`config.mk`:
```
export PLATFORM = sky130hd
export DESIGN_NAME = ex_muldiv_unit_flat
export DESIGN_NICKNAME = d
export VERILOG_FILES = /design/src/rtl/ex_muldiv_unit_if.sv /design/src/rtl/ex_muldiv_unit.sv /design/src/flat_wrapper.sv
export SDC_FILE = /design/constraint.sdc
export NUM_CORES = 2
export LEC_CHECK = 0
export CAP_MARGIN = 10
export CORE_AREA = 2 2 386 311
export CTS_CLUSTER_DIAMETER = 30
export DETAILED_ROUTE_END_ITERATION = 7
export DIE_AREA = 0 0 388 313
export GPL_TIMING_DRIVEN = 0
export PLACE_DENSITY = 0.7
export SYNTH_ARGS = -nofsm -noshare
export SYNTH_HDL_FRONTEND = slang
export SYNTH_SLANG_ARGS = --single-unit
```
`constraint.sdc`:
```
create_clock -name clock -period 23.5 [get_ports clock]
set_input_delay 3.525 -clock clock [delete_from_list [all_inputs] [get_ports clock]]
set_output_delay 3.525 -clock clock [all_outputs]
set_load 0.02 [all_outputs]
```
`src/rtl/ex_muldiv_unit_if.sv`:
```
// ex_muldiv_unit_if: EX-stage mul/div handshake (start, md_control, operands in; hi, lo, busy out)
interface ex_muldiv_unit_if;
  logic        start;
  logic [2:0]  md_control;
  logic [31:0] op_a;
  logic [31:0] op_b;
  logic [31:0] hi;
  logic [31:0] lo;
  logic        busy;
  modport master(output start, md_control, op_a, op_b, input hi, lo, busy);
  modport slave(input start, md_control, op_a, op_b, output hi, lo, busy);
endinterface

```
`src/rtl/ex_muldiv_unit.sv`:
```
// ex_muldiv_unit: multi-cycle MULT/MULTU/DIV/DIVU/MTHI/MTLO unit owning HI/LO; clock, reset, md (slave), optional div_by_zero when MD_DIVZERO_FLAG_EN
module ex_muldiv_unit #(
  parameter int MUL_CYCLES = 4,
  parameter int DIV_ITERS  = 32
) (
  input  logic clock,
  input  logic reset,
`ifdef MD_DIVZERO_FLAG_EN
  output logic div_by_zero,
`endif
  ex_muldiv_unit_if.slave md
);
  typedef enum logic [1:0] {IDLE, MUL, DIV, FIX} state_t;
  state_t      state_q, state_d;
  logic [4:0]  cnt_q, cnt_d;
  logic [31:0] a_q, a_d, b_q, b_d, rem_q, rem_d, hi_q, hi_d, lo_q, lo_d;
  logic        sgn_q, sgn_d, neg_q, neg_d, sa_q, sa_d, dz_q, dz_d, busy_q;
  logic [63:0] prod;
  logic [32:0] rem_sh;
  logic        ge, sdiv;
  assign prod   = {{32{sgn_q & a_q[31]}}, a_q} * {{32{sgn_q & b_q[31]}}, b_q};
  assign rem_sh = {rem_q, a_q[31]};
  assign ge     = rem_sh >= {1'b0, b_q};
  assign sdiv   = md.md_control == 3'd3;
  assign md.hi   = hi_q;
  assign md.lo   = lo_q;
  assign md.busy = busy_q;
  always_comb begin
    state_d = state_q;
    cnt_d   = cnt_q;
    a_d     = a_q;
    b_d     = b_q;
    rem_d   = rem_q;
    sgn_d   = sgn_q;
    neg_d   = neg_q;
    sa_d    = sa_q;
    dz_d    = dz_q;
    hi_d    = hi_q;
    lo_d    = lo_q;
    case (state_q)
      IDLE: if (md.start) begin
        if (md.md_control == 3'd1 || md.md_control == 3'd2) begin
          a_d     = md.op_a;
          b_d     = md.op_b;
          sgn_d   = md.md_control == 3'd1;
          cnt_d   = 5'(MUL_CYCLES - 1);
          state_d = MUL;
        end else if (md.md_control == 3'd3 || md.md_control == 3'd4) begin
          dz_d    = md.op_b == '0;
          neg_d   = sdiv & (md.op_a[31] ^ md.op_b[31]);
          sa_d    = sdiv & md.op_a[31];
          a_d     = (sdiv && md.op_a[31] && md.op_b != '0) ? -md.op_a : md.op_a;
          b_d     = (sdiv && md.op_b[31]) ? -md.op_b : md.op_b;
          rem_d   = '0;
          cnt_d   = 5'(DIV_ITERS - 1);
          state_d = (md.op_b == '0) ? FIX : DIV;
        end else if (md.md_control == 3'd5) begin
          hi_d = md.op_a;
        end else if (md.md_control == 3'd6) begin
          lo_d = md.op_a;
        end
      end
      MUL: begin
        cnt_d = cnt_q - 5'(cnt_q != '0);
        if (cnt_q == '0) begin
          hi_d    = prod[63:32];
          lo_d    = prod[31:0];
          state_d = IDLE;
        end
      end
      DIV: begin
        rem_d   = ge ? 32'(rem_sh - {1'b0, b_q}) : rem_sh[31:0];
        a_d     = {a_q[30:0], ge};
        cnt_d   = cnt_q - 5'(cnt_q != '0);
        state_d = (cnt_q == '0) ? FIX : DIV;
      end
      default: begin
        hi_d    = dz_q ? a_q : (sa_q ? -rem_q : rem_q);
        lo_d    = dz_q ? 32'hFFFF_FFFF : (neg_q ? -a_q : a_q);
        state_d = IDLE;
      end
    endcase
  end
  always_ff @(posedge clock) begin
    if (reset) begin
      state_q <= IDLE;
      cnt_q   <= '0;
      a_q     <= '0;
      b_q     <= '0;
      rem_q   <= '0;
      sgn_q   <= 1'b0;
      neg_q   <= 1'b0;
      sa_q    <= 1'b0;
      dz_q    <= 1'b0;
      hi_q    <= '0;
      lo_q    <= '0;
      busy_q  <= 1'b0;
    end else begin
      state_q <= state_d;
      cnt_q   <= cnt_d;
      a_q     <= a_d;
      b_q     <= b_d;
      rem_q   <= rem_d;
      sgn_q   <= sgn_d;
      neg_q   <= neg_d;
      sa_q    <= sa_d;
      dz_q    <= dz_d;
      hi_q    <= hi_d;
      lo_q    <= lo_d;
      busy_q  <= state_d != IDLE;
    end
  end
`ifdef MD_DIVZERO_FLAG_EN
  logic dzf_q, dzf_d;
  always_comb begin
    dzf_d = (state_q == FIX && dz_q) || (dzf_q && !(state_q == IDLE && md.start));
  end
  always_ff @(posedge clock) begin
    if (reset) dzf_q <= 1'b0;
    else dzf_q <= dzf_d;
  end
  assign div_by_zero = dzf_q;
`endif
endmodule
```
`src/flat_wrapper.sv`:
```
// flat-port wrapper written by rule: the top's interface ports become plain ports
module ex_muldiv_unit_flat 
#(
  parameter int MUL_CYCLES = 4,
  parameter int DIV_ITERS  = 32
)
  (clock, reset, md_start, md_md_control, md_op_a, md_op_b, md_hi, md_lo, md_busy);
  ex_muldiv_unit_if md_i ();
  input  logic clock;
  input  logic reset;
  input wire logic [$bits(md_i.start)-1:0] md_start;
  input wire logic [$bits(md_i.md_control)-1:0] md_md_control;
  input wire logic [$bits(md_i.op_a)-1:0] md_op_a;
  input wire logic [$bits(md_i.op_b)-1:0] md_op_b;
  output wire logic [$bits(md_i.hi)-1:0] md_hi;
  output wire logic [$bits(md_i.lo)-1:0] md_lo;
  output wire logic [$bits(md_i.busy)-1:0] md_busy;
  assign md_i.start = md_start;
  assign md_i.md_control = md_md_control;
  assign md_i.op_a = md_op_a;
  assign md_i.op_b = md_op_b;
  assign md_hi = md_i.hi;
  assign md_lo = md_i.lo;
  assign md_busy = md_i.busy;
  ex_muldiv_unit #(.MUL_CYCLES(MUL_CYCLES), .DIV_ITERS(DIV_ITERS)) u_core (.clock(clock), .reset(reset), .md(md_i));
endmodule
```
=== Word level (Yosys, flattened, before mapping) ===
Cells that the tools add are included.

* Register bits after elaboration: 172
* Input bits: 70
* Output and inout port bits: 65
* Word-level logic and storage cells: 108

* Add/subtract/negate cells: 6
* $mul: 1
* $lt $le $gt $ge: 1
* Equality and inequality tests: 17
* Multiplexer cells: 41
* Bitwise logic cells: 7
* Reduce and logical (&&, ||, !) cells: 23

{| class="wikitable"
|+ Operator list
! operator !! number
|-
| two-way mux 32 bit || 26
|-
| one-hot mux 32 bit (3 select lines) || 2
|-
| negation 32 bit || 4
|-
| one-hot mux 32 bit (2 select lines) || 2
|-
| multiplier 33 x 33 -> 64 bit || 1
|-
| >= comparator 33 x 32 -> 1 bit || 1
|-
| zero test 32 bit || 1
|-
| nonzero test 32 bit || 1
|-
| subtractor 32 bit || 1
|-
| two-way mux 5 bit || 3
|-
| AND reduction 3 bit || 4
|-
| one-hot mux 5 bit (2 select lines) || 1
|-
| == test 3 bit, second input constant || 3
|-
| two-way mux 2 bit || 4
|-
| != test 2 x 1 -> 1 bit, second input constant || 4
|-
| != test 2 bit, second input constant || 4
|-
| AND reduction 4 bit || 2
|-
| nonzero test 2 bit || 4
|-
| AND reduction 7 bit || 1
|-
| == test 3 x 2 -> 1 bit, second input constant || 2
|-
| one-hot mux 2 bit (3 select lines) || 1
|-
| AND reduction 6 bit || 1
|-
| zero test 5 bit || 1
|-
| nonzero test 5 bit || 1
|-
| other kinds (13) || 21
|}

=== Longest topological paths before layout ===
* Depth in word-level cells: 8
* Mapped depth: 30

=== Least setup slack after synthesis ===
OpenSTA, ideal clock, no wires.

* Path type: reg-to-reg
* Start: register u_core.a_q[31]
* End: register u_core.hi_q[28], in the netlist u_core.md.hi[28]
* Library setup time: 0.123 ns
* Data arrival time: 7.896 ns
* Setup slack: 15.481 ns
* Cell stages (with the launch flop): 29
* Buffers on the path: 2
* Clock period less this slack: 8.019 ns
* Cell sequence: dfxtp_1 and2_1 clkbuf_1 nand2_1 inv_1 fa_1 inv_1 fa_1 inv_1 fa_1 fa_1 inv_1 fa_1 inv_1 fa_1 inv_1 fa_1 fa_1 inv_1 ha_1 clkbuf_1 nand4_1 nand2b_1 o22ai_1 or3_1 o311a_1 a2111oi_2 or3_1 nand3_1

* Cells in the longest elaborated chain, start to end: 4

{| class="wikitable"
|+ RTL lines
! element !! RTL line !! source
|-
| start: declaration || ex_muldiv_unit.sv:16 || <nowiki>logic [31:0] a_q, a_d, b_q, b_d, rem_q, rem_d, hi_q, hi_d, lo_q, lo_d;</nowiki>
|-
| start signal: assignment || ex_muldiv_unit.sv:88 || <nowiki>a_q <= '0;</nowiki>
|-
| start signal: assignment || ex_muldiv_unit.sv:101 || <nowiki>a_q <= a_d;</nowiki>
|-
| AND 1 bit || ex_muldiv_unit.sv:21 || <nowiki>assign prod = {{32{sgn_q & a_q[31]}}, a_q} * {{32{sgn_q & b_q[31]}}, b_q};</nowiki>
|-
| multiplier 33 x 33 -> 64 bit (*) || ex_muldiv_unit.sv:21 ||
|-
| two-way mux 32 bit (*) || ex_muldiv_unit.sv:65 || <nowiki>if (cnt_q == '0) begin</nowiki>
|-
| one-hot mux 32 bit (3 select lines) (*) || ex_muldiv_unit.sv:40 || <nowiki>case (state_q)</nowiki>
|-
| end signal: assignment || ex_muldiv_unit.sv:108 || <nowiki>hi_q <= hi_d;</nowiki>
|-
| end: declaration || ex_muldiv_unit.sv:16 ||
|}

Mark *: on every way between the ends. The rest lies on a longest branch, timed or not. The select of a mux whose other input is x is not followed.
A chain may end at the register's enable or synchronous reset.

=== Worst setup path after layout ===
* Start: register u_core.a_q[31]
* End: register u_core.hi_q[30], in the netlist u_core.md.hi[30]

Same word-level chain as after synthesis.

==> impl_metrics.json <==
{
  "ctsResizeCount": 0,
  "clockBufferDepth": 2,
  "die_y_um": 313,
  "io_pins": 135,
  "setup_tns_ns": 0,
  "ys_ff_latch": 172,
  "h-tree-depth": 4,
  "syn_nets": 7324,
  "postCtsHoldBufs": 0,
  "portBuffers": 132,
  "power_leakage_nw": 24.82,
  "path_clk_slew_ns": 0.08,
  "irDropWorstVdd_v": 0.00006239,
  "grt_overflow": 0,
  "postCtsSetupBuffers": 0,
  "multiInputGateArea_um2": 40930,
  "rsz0062_at_grt": "false",
  "required_ns": 23.92,
  "fin_nets": 7487,
  "max_freq_ghz": 0.08767,
  "yosysTopAreaCell": "fa_1",
  "dp_hpwl_mm": 176.5,
  "p_per_area_nw_per_um2": 51.13,
  "yosysMostFrequentCell": "inv_1",
  "die_w_um": 388,
  "synthTopCellsByArea": "fa_1, inv_1, dfxtp_1",
  "grt_max_degree": 25,
  "synth_seq_area_share_pct": 6.849,
  "crit_buf_inv": 9,
  "regArea_um2": 3443,
  "synth_top_area_share_pct": 44.83,
  "drive_above_1_share_pct": 1.852,
  "setup_viol": 0,
  "critical_path.top_delay_family": "adder cells",
  "vias": 44961,
  "dieArea_um2": 121400,
  "synth_warnings": 0,
  "period_share_pct": 48.54,
  "grt_pass1_wl_mm": 303.8,
  "endpoint_kind": "register",
  "nFillCells": 11636,
  "slowest_stage": "fa_1",
  "path_class": "reg -> reg",
  "fin_worst_skew_ns": 0.02565,
  "dpl_worst_slack_ns": 12.57,
  "firstDrtPassIters": 7,
  "drv_slew": 15,
  "worst_path_largest_cell_delay_ns": 0.98,
  "period_minus_slack_ns": 11.41,
  "cap_viol_max_count": 2,
  "drt_iter0_markers": 6403,
  "drc_errors": 0,
  "antenna_found_initial": 23,
  "first_global_vias": 43419,
  "synthToLayoutAreaGrowth_pct": 8.267,
  "critPathMaxFanout": 10,
  "synth_cell_type_count": 88,
  "clk_latency_ns": 0.50,
  "placementRows": 113,
  "clock_sinks": 172,
  "syn_avg_cell_area_um2": 8.562,
  "synth_area_um2": 50280,
  "ant_nets": 0,
  "cpMostUsedCell": "fa_1",
  "cts_buffers": 17,
  "cp.arrival_ns": 11.83,
  "cts_tree": "done",
  "viasPerCell": 5.897,
  "grt_use_total_pct": 34.83,
  "synth.top_cells.by_count": "inv_1, fa_1, nand2_1",
  "syn_inst": 5872,
  "violations": "capacitance limit, slew limit",
  "start_util_pct": 42.64,
  "tightest_slew_ns": 1.546,
  "relSlewSlack_pct": -4.527,
  "root_buffer": "clkbuf_16",
  "drt-wirelength-per-cell_um": 27.77,
  "status": "complete, but fails checks",
  "synth-edff-count": 0,
  "cp-start-kind": "register",
  "core_um2": 117900,
  "place_congestion": 1.051,
  "setup_ws_ns": 12.09,
  "ys.flop_type": "dfxtp_1",
  "min_path_type": "reg -> reg",
  "wirelength_mm": 211.7,
  "synth_async_sr_flop_share_pct": 0,
  "hold_violations": 0
}
## tightest hold or removal path, cell delays in order, from the launching register on
cell and delay [ns]:
dfxtp_1 0.34, nand2_1 0.07, a21oi_1 0.05
## power by group
group	internal, W	switching (W)	leakage, nW
Clock	0.000171	0.000158	0.305
Combinational	0.000592	0.00141	23.1
Sequential	0.000365	0.0000910	1.40
## registers in the layout, summed over array words and instances, names as in the netlist, 2 cells and up
signal	count
u_core.a_q	32
u_core.b_q	32
u_core.md.hi	32
u_core.md.lo	32
u_core.rem_q	32
u_core.cnt_q	5
u_core.state_q	2
## per-layer routing
layer  global-route usage, %  vias up  wire length (um)
met2                   46.87     3292             83180
met4                   14.26       12             10400
li1                        -    18347                 -
met1                   49.13    22794             83980
met5                       0        -               133
met3                   14.36      516             34010
## metrics by stage
stage	utilization (%)	area [um^2]	std cells	hold slack, ns	total power [W]
5_1_grt	46.12	54380	7602	0.5131	0.002873
2_1_floorplan	-	50280	5872	0.4445	0.001484
6_report	46.16	54430	7624	0.5005	0.002783
3_5_place_dp	45.54	53700	7564	0.4787	0.002338
4_1_cts	46.06	54320	7596	0.4913	0.002672
3_3_place_gp	45.41	53540	7556	0.4639	0.002318
## area by class of cell
type | instances | share of cell area (%)
multi-input cells | 4134 | 75.20
inverters | 1198 | 8.261
flip-flops and latches | 172 | 6.326
well taps | 1552 | 3.567
repair buffers | 144 | 2.800
plain buffers | 368 | 2.597
clock buffers | 17 | 0.7815
clock inverters | 15 | 0.3563
diodes | 24 | 0.1103
## cell usage in the layout, fill, tap and decap left out, drive strengths merged, types with 9 or more instances in the layout
cell type      count
nor2b             11
clkdlybuf4s50    132
a221o             10
nand2b            12
nand2            911
o31a               9
fa              1126
clkbuf           322
or4               18
a21o              36
a221oi            41
nand4             14
buf               74
inv             1204
o21bai            12
ha               256
a311oi            12
nor4              16
nand3             54
or2               21
xnor2            124
diode             24
o21a              13
and2             304
a31oi             57
xor2              76
nor3              72
o41ai             19
a211oi            45
a21oi            155
o21ai            247
o31ai             37
nor2             231
a22oi             12
and3              28
dfxtp            172
mux2i             34
or3               27
## logic make-up (layout without fill, tap and decap cells)
group,Yosys count,after routing,share of synthesized area [%]
adder cells (fa/ha/maj),1382,1382,51.21
buffers and inverters,1566,1742,11.75
XOR/XNOR,200,200,3.484
flip-flops,172,172,6.849
AO/OA/AOI/OAI,769,769,9.935
other,0,24,0
multiplexers,38,38,0.7665
AND/OR/NAND/NOR,1745,1745,16.01
## path summary, 6_finish.rpt
check | from | end | slack (ns) | depth (start not counted)
worst max register to register | u_core.a_q[31]$_SDFFE_PP0P_ | u_core.md.hi[30]$_SDFFE_PP0P_ | 12.09 | 27
worst max-delay path | u_core.a_q[31]$_SDFFE_PP0P_ | u_core.md.hi[30]$_SDFFE_PP0P_ | 12.09 | 27
worst min register to register | u_core.cnt_q[4]$_SDFFE_PP0P_ | u_core.cnt_q[4]$_SDFFE_PP0P_ | 0.50 | 2
worst min-delay path | u_core.cnt_q[4]$_SDFFE_PP0P_ | u_core.cnt_q[4]$_SDFFE_PP0P_ | 0.50 | 2
Power figures use the tool's default switching activity.
